## src/rtl/sub_pkg.sv

```systemverilog
//------------------------------------------------------------------------------
// sub_pkg: shared FSM state type and reference model for the serial subtractor
// Revision: 1.0
//------------------------------------------------------------------------------
`default_nettype none

package sub_pkg;

  typedef enum logic [1:0] {
    IDLE  = 2'd0,
    SHIFT = 2'd1,
    DONE  = 2'd2
  } state_t;

  // Returns {borrow, diff}; diff occupies the low 'width' bits, higher bits are zero.
  function automatic logic [32:0] sub_ref(input int unsigned width,
                                          input logic [31:0]  a,
                                          input logic [31:0]  b,
                                          input logic         bin);
    logic [31:0] mask;
    logic [32:0] full;
    mask = (width >= 32) ? 32'hFFFF_FFFF : ((32'd1 << width) - 32'd1);
    full = {1'b0, a & mask} - {1'b0, b & mask} - {32'd0, bin};
    return {full[32], full[31:0] & mask};
  endfunction

endpackage

`default_nettype wire

```

## src/rtl/fullsub.sv

```systemverilog
//------------------------------------------------------------------------------
// fullsub: one-bit full subtractor cell, d = x - y - c with borrow-out bo
// Revision: 1.0
//------------------------------------------------------------------------------
`default_nettype none

module fullsub (
  input  logic x,
  input  logic y,
  input  logic c,
  output logic d,
  output logic bo
);

  assign d  = x ^ y ^ c;
  assign bo = (~x & y) | (~x & c) | (y & c);

endmodule

`default_nettype wire

```

## src/rtl/serial_subtractor.sv

```systemverilog
//------------------------------------------------------------------------------
// serial_subtractor: bit-serial WIDTH-bit unsigned a - b - bin, LSB first
// Revision: 1.0
//------------------------------------------------------------------------------
`default_nettype none

module serial_subtractor
  import sub_pkg::*;
#(
  parameter int WIDTH = 8
) (
  input  logic             clk,
  input  logic             rst_n,
  input  logic             start,
  input  logic [WIDTH-1:0] a,
  input  logic [WIDTH-1:0] b,
  input  logic             bin,
  output logic             busy,
  output logic             done,
  output logic [WIDTH-1:0] diff,
  output logic             borrow_out
);

  localparam int CNT_W = (WIDTH > 1) ? $clog2(WIDTH) : 1;
  localparam logic [CNT_W-1:0] C_CNT_LAST = CNT_W'(WIDTH - 1);

  state_t           r_state;
  state_t           w_state_nxt;
  logic [WIDTH-1:0] r_a_sh;
  logic [WIDTH-1:0] r_b_sh;
  // Only the upper WIDTH-1 result bits need storage; the newest bit comes from the cell.
  logic [WIDTH-2:0] r_res_sh;
  logic             r_brw;
  logic [CNT_W-1:0] r_cnt;

  logic             w_accept;
  logic             w_last;
  logic             w_d;
  logic             w_bo;
  logic [WIDTH-1:0] w_res_nxt;

  fullsub u_fullsub (
    .x  (r_a_sh[0]),
    .y  (r_b_sh[0]),
    .c  (r_brw),
    .d  (w_d),
    .bo (w_bo)
  );

  assign w_last    = (r_cnt == C_CNT_LAST);
  assign w_res_nxt = {w_d, r_res_sh};

  always_ff @(posedge clk or negedge rst_n) begin
    if (!rst_n) begin
      r_state <= IDLE;
    end else begin
      r_state <= w_state_nxt;
    end
  end

  always_comb begin
    w_state_nxt = r_state;
    w_accept    = 1'b0;
    busy        = 1'b0;
    done        = 1'b0;
    unique case (r_state)
      IDLE: begin
        if (start) begin
          w_accept    = 1'b1;
          w_state_nxt = SHIFT;
        end
      end
      SHIFT: begin
        busy = 1'b1;
        if (w_last) begin
          w_state_nxt = DONE;
        end
      end
      DONE: begin
        done = 1'b1;
        if (start) begin
          w_accept    = 1'b1;
          w_state_nxt = SHIFT;
        end else begin
          w_state_nxt = IDLE;
        end
      end
      default: begin
        w_state_nxt = IDLE;
      end
    endcase
  end

  always_ff @(posedge clk or negedge rst_n) begin
    if (!rst_n) begin
      r_a_sh     <= '0;
      r_b_sh     <= '0;
      r_res_sh   <= '0;
      r_brw      <= 1'b0;
      r_cnt      <= '0;
      diff       <= '0;
      borrow_out <= 1'b0;
    end else if (w_accept) begin
      r_a_sh <= a;
      r_b_sh <= b;
      r_brw  <= bin;
      r_cnt  <= '0;
    end else if (r_state == SHIFT) begin
      r_a_sh   <= {1'b0, r_a_sh[WIDTH-1:1]};
      r_b_sh   <= {1'b0, r_b_sh[WIDTH-1:1]};
      r_res_sh <= w_res_nxt[WIDTH-1:1];
      r_brw    <= w_bo;
      r_cnt    <= r_cnt + 1'b1;
      // Results are published only on the final shift and then held.
      if (w_last) begin
        diff       <= w_res_nxt;
        borrow_out <= w_bo;
      end
    end
  end

endmodule

`default_nettype wire

```

## config.mk

```make
export PLATFORM = sky130hd
export DESIGN_NAME = serial_subtractor
export DESIGN_NICKNAME = d
export VERILOG_FILES = /design/src/rtl/sub_pkg.sv /design/src/rtl/fullsub.sv /design/src/rtl/serial_subtractor.sv
export SDC_FILE = /design/constraint.sdc
export NUM_CORES = 1
export LEC_CHECK = 0
export ABC_AREA = 1
export BUFFER_PORTS_ARGS = -buffer_cell sky130_fd_sc_hd__buf_2
export CAP_MARGIN = 30
export CORE_ASPECT_RATIO = 1.5
export CORE_MARGIN = 2
export CORE_UTILIZATION = 55
export CTS_BUF_LIST = sky130_fd_sc_hd__clkbuf_8
export DETAILED_ROUTE_END_ITERATION = 6
export HOLD_SLACK_MARGIN = 0.08
export PLACE_DENSITY_LB_ADDON = 0.08
export SLEW_MARGIN = 15
export SYNTH_ARGS = -nofsm -noshare
export SYNTH_HDL_FRONTEND = slang
export SYNTH_SLANG_ARGS = --single-unit
```

## constraint.sdc

```tcl
create_clock -name clk -period 1.9 [get_ports clk]
set_input_delay 0.095 -clock clk [delete_from_list [all_inputs] [get_ports clk]]
set_output_delay 0.095 -clock clk [all_outputs]
set_load 0.01 [all_outputs]
```

==> Implementation_results.wiki <==
{| class="wikitable"
! Metric !! Value
|-
| Global-route wire length before repair || 5530 microns
|-
| GR met1 Demand/Resource || 0.245
|-
| Standard cell with the maximum stage delay on the critical path || sky130_fd_sc_hd__dfrtp_1
|-
| Synth area leaders || sky130_fd_sc_hd__dfrtp_1 55%, sky130_fd_sc_hd__nand2_1 19%, sky130_fd_sc_hd__nand3_1 6.3%
|-
| Post-synthesis instance area || 1730 sq um
|-
| Clock-pin transition on the worst setup and hold timing paths || 0.07 ns
|-
| Count of maximum capacitance violations || 0
|-
| Max incr delay on CP || 0.39 ns
|-
| Via count of the first global-routing pass || between 1000 and 1500
|-
| Global routing usage on met3 || 0.0430
|-
| Largest area contributor in the netlist || sky130_fd_sc_hd__dfrtp_1
|-
| Clk_lat worst skew || 0.28 ns
|-
| Pwr Total || 3.24 mW
|-
| Fraction of registers with async set/reset || 1.00
|-
| Design Area, Final || 2040 sq um
|-
| Synthesized Nets || 238
|-
| Clock tree from TritonCTS || built
|-
| Synth Register Bits || 38
|-
| Most used standard cells in the synthesized netlist || 88 x sky130_fd_sc_hd__nand2_1, 38 x sky130_fd_sc_hd__dfrtp_1, 28 x sky130_fd_sc_hd__inv_1
|-
| Routed WL per cell || between 10 and 15 microns
|-
| Cell area reported after detailed placement || approximately 1900 sq um
|-
| Clock root buffer || sky130_fd_sc_hd__clkbuf_8
|-
| Slew at the pin with the worst max-slew slack || 0.830 ns
|-
| Sequential share of the synthesized area || 0.548
|-
| Area of the core region || 3100 sq um
|-
| Static Leakage || roughly 1.2 nW
|-
| Worst slew margin relative to its limit || 0.447
|-
| Crit path time final || 1.34 ns
|-
| Placement row count || 25
|-
| Startpoint type of the worst setup path || flop
|-
| I/O pin count || 31
|-
| Fraction of the core area covered by cells at the end of the flow || 0.658
|-
| Timing-limited maximum frequency || 744 MHz
|-
| Growth of design area from synthesis to finish || 17.5%
|-
| Type of element capturing the critical path || flop
|-
| Largest net degree at the start of global routing || 39
|-
| Die span in y || 72.8 microns
|-
| Status || finished, final reports clean
|-
| Initial core utilization || 0.560
|-
| Detailed router's first-iteration violation count || 31
|-
| # Post-CTS Setup Buffers || 0
|-
| Setup repair after global routing missed its margin || false
|-
| Antenna Nets Post-Route || 0
|-
| Class of the tightest hold or removal check || primary input to flop
|-
| Path type of the worst setup path || flop to flop
|-
| Worst clock skew || 0.00659 ns
|-
| Post-synth top flop || sky130_fd_sc_hd__dfrtp_1
|-
| X dimension of the die || 49.8 microns
|-
| Global-route usage over all layers || 0.201
|-
| Overall via count from detail_route || 1369
|-
| Number of antenna violations at the first check in global routing || 0
|-
| TNS Setup || 0 ns
|-
| Slack of the critical path || 0.556 ns
|-
| Number of enable-type register cells in the synthesized netlist || 0
|-
| Detail Placement HPWL || 2180 microns
|-
| Final Hold Viols || 0
|-
| Distinct cells, synth || 17
|-
| First drt pass iteration count || 4
|-
| Number of max-slew violations in the final report || 0
|-
| Worst-case clock buffer depth || 2
|-
| # nets final || between 200 and 300
|-
| Fraction of post-synthesis cell area in the top cell type by area || 0.548
|-
| Global placer's final weighted congestion || between 0.7 and 0.8
|-
| Clock H-tree levels || 2
|-
| Residual DRC count || 0
|-
| Total CTS buffers || 5
|-
| Share of layout cells above drive strength 1 || 0.194
|-
| Most used routing layer || met2
|-
| Tcrit/Tclk final || 0.707
|-
| Met2 Usage GRT || 0.336
|-
| Remaining global-route overflow || 0
|-
| Worst-path maximum fanout || 18
|-
| Setup-violating endpoint count in the final report || 0
|-
| Arrival time of data at the critical path endpoint || approximately 1.5 ns
|-
| Cell mode on critical path || sky130_fd_sc_hd__nand2_1
|-
| Maximum ir drop on the vdd rail || 0.859 mV
|-
| Required time worst endpoint || ~2.1 ns
|-
| Total inserted antenna cells || 0
|-
| Pre-CTS setup slack || ~0.55 ns
|-
| Clock Sinks || 38
|-
| Via/cell ratio || 4.69
|-
| Mean Syn Cell Area || 8.07 sq um
|-
| Most repeated cell in the gate-level netlist after synthesis || sky130_fd_sc_hd__nand2_1
|-
| Cells traversed along the worst timing path || inv_2 > nand2_2 > nand2_4 > inv_4 > nand2_1 > nand2_1
|-
| Routed WL || 3120 microns
|-
| Number of cells produced by synthesis || 215
|-
| Die area || 3630 sq um
|-
| I/O Buffers || 30
|-
| Warnings, synthesis || 0
|-
| Power density over the cells || 1590 nW/um^2
|}
-- metal layers --
metal	wire, microns	vias up
met5	0	-
met4	57	0
li1	-	729
met1	1410	605
met2	1530	29
met3	120	6
-- final cells by class --
cell class                      instances  area [sq um]
Tap cell                               40          50.0
Multi-Input combinational cell        138           623
Clock inverter                          2          10.0
Fill cell                             288          1060
Timing Repair Buffer                   37           213
Sequential cell                        38           951
Clock buffer                            5          68.8
Inverter                               32           123
-- timing repair --
action,4_1_cts,5_1_grt
hold endpoints to repair,41,0
resized for setup,0,0
hold buffers,4,0
endpoints found under the setup margin,0,0
-- power by group --
group | internal, mW | leakage, nW | switching, mW
Sequential | 1.19 | 0.475 | 0.205
Clock | 0.246 | 0.0438 | 0.262
Combinational | 0.503 | 0.658 | 0.829
-- path summary, 6_finish.rpt --
kind                       startpoint          end  slack, ns  depth (start not counted)
setup / recovery           r_state[0]    r_b_sh[3]       0.56                          6
setup reg to reg           r_state[0]    r_b_sh[3]       0.56                          6
hold reg to reg             r_a_sh[4]    r_a_sh[4]       0.47                          2
hold / removal                   a[3]    r_a_sh[3]       0.09                          5
min in group asynchronous       rst_n  r_res_sh[1]       0.44                          2
max in group asynchronous       rst_n    r_b_sh[7]       0.93                          2
-- cell families after synthesis --
kind of cell    share of synthesized area
flops                               0.548
simple gates                        0.284
buf+inv                            0.0924
fa+ha+maj                          0.0260
compound gates                     0.0491
-- worst max-delay path: cells and delay by family, from the launching register on --
kind / cells / cell delay (ns)
simple gates: 4 / 0.57
flops: 1 / 0.39
buf+inv: 2 / 0.27
-- per-stage QoR --
stage               hold slack, ns  instances
global placement             0.241        281
finish                      0.0860        292
CTS                         0.0848        292
floorplan                   -0.201        215
detailed placement           0.249        281
global route                 0.116        292
-- registers in the layout, indices dropped and copies added (netlist names) --
name and count:
borrow_out 1, diff 8, r_a_sh 8, r_b_sh 8, r_brw 1, r_cnt 3, r_res_sh 7, r_state 2
-- cell usage in the layout (no fill, tap or decap), types with 2 or more instances in the layout --
| cell type | count |
|---|---|
| sky130_fd_sc_hd__buf_2 | 30 |
| sky130_fd_sc_hd__buf_4 | 3 |
| sky130_fd_sc_hd__clkbuf_8 | 5 |
| sky130_fd_sc_hd__clkinv_2 | 2 |
| sky130_fd_sc_hd__dfrtp_1 | 38 |
| sky130_fd_sc_hd__dlygate4sd3_1 | 4 |
| sky130_fd_sc_hd__ha_1 | 2 |
| sky130_fd_sc_hd__inv_1 | 28 |
| sky130_fd_sc_hd__inv_2 | 3 |
| sky130_fd_sc_hd__nand2_1 | 88 |
| sky130_fd_sc_hd__nand2_2 | 3 |
| sky130_fd_sc_hd__nand3_1 | 22 |
| sky130_fd_sc_hd__nor2_1 | 3 |
| sky130_fd_sc_hd__o21ai_0 | 8 |
| sky130_fd_sc_hd__o21ai_1 | 8 |
Power figures use the tool's default switching activity.
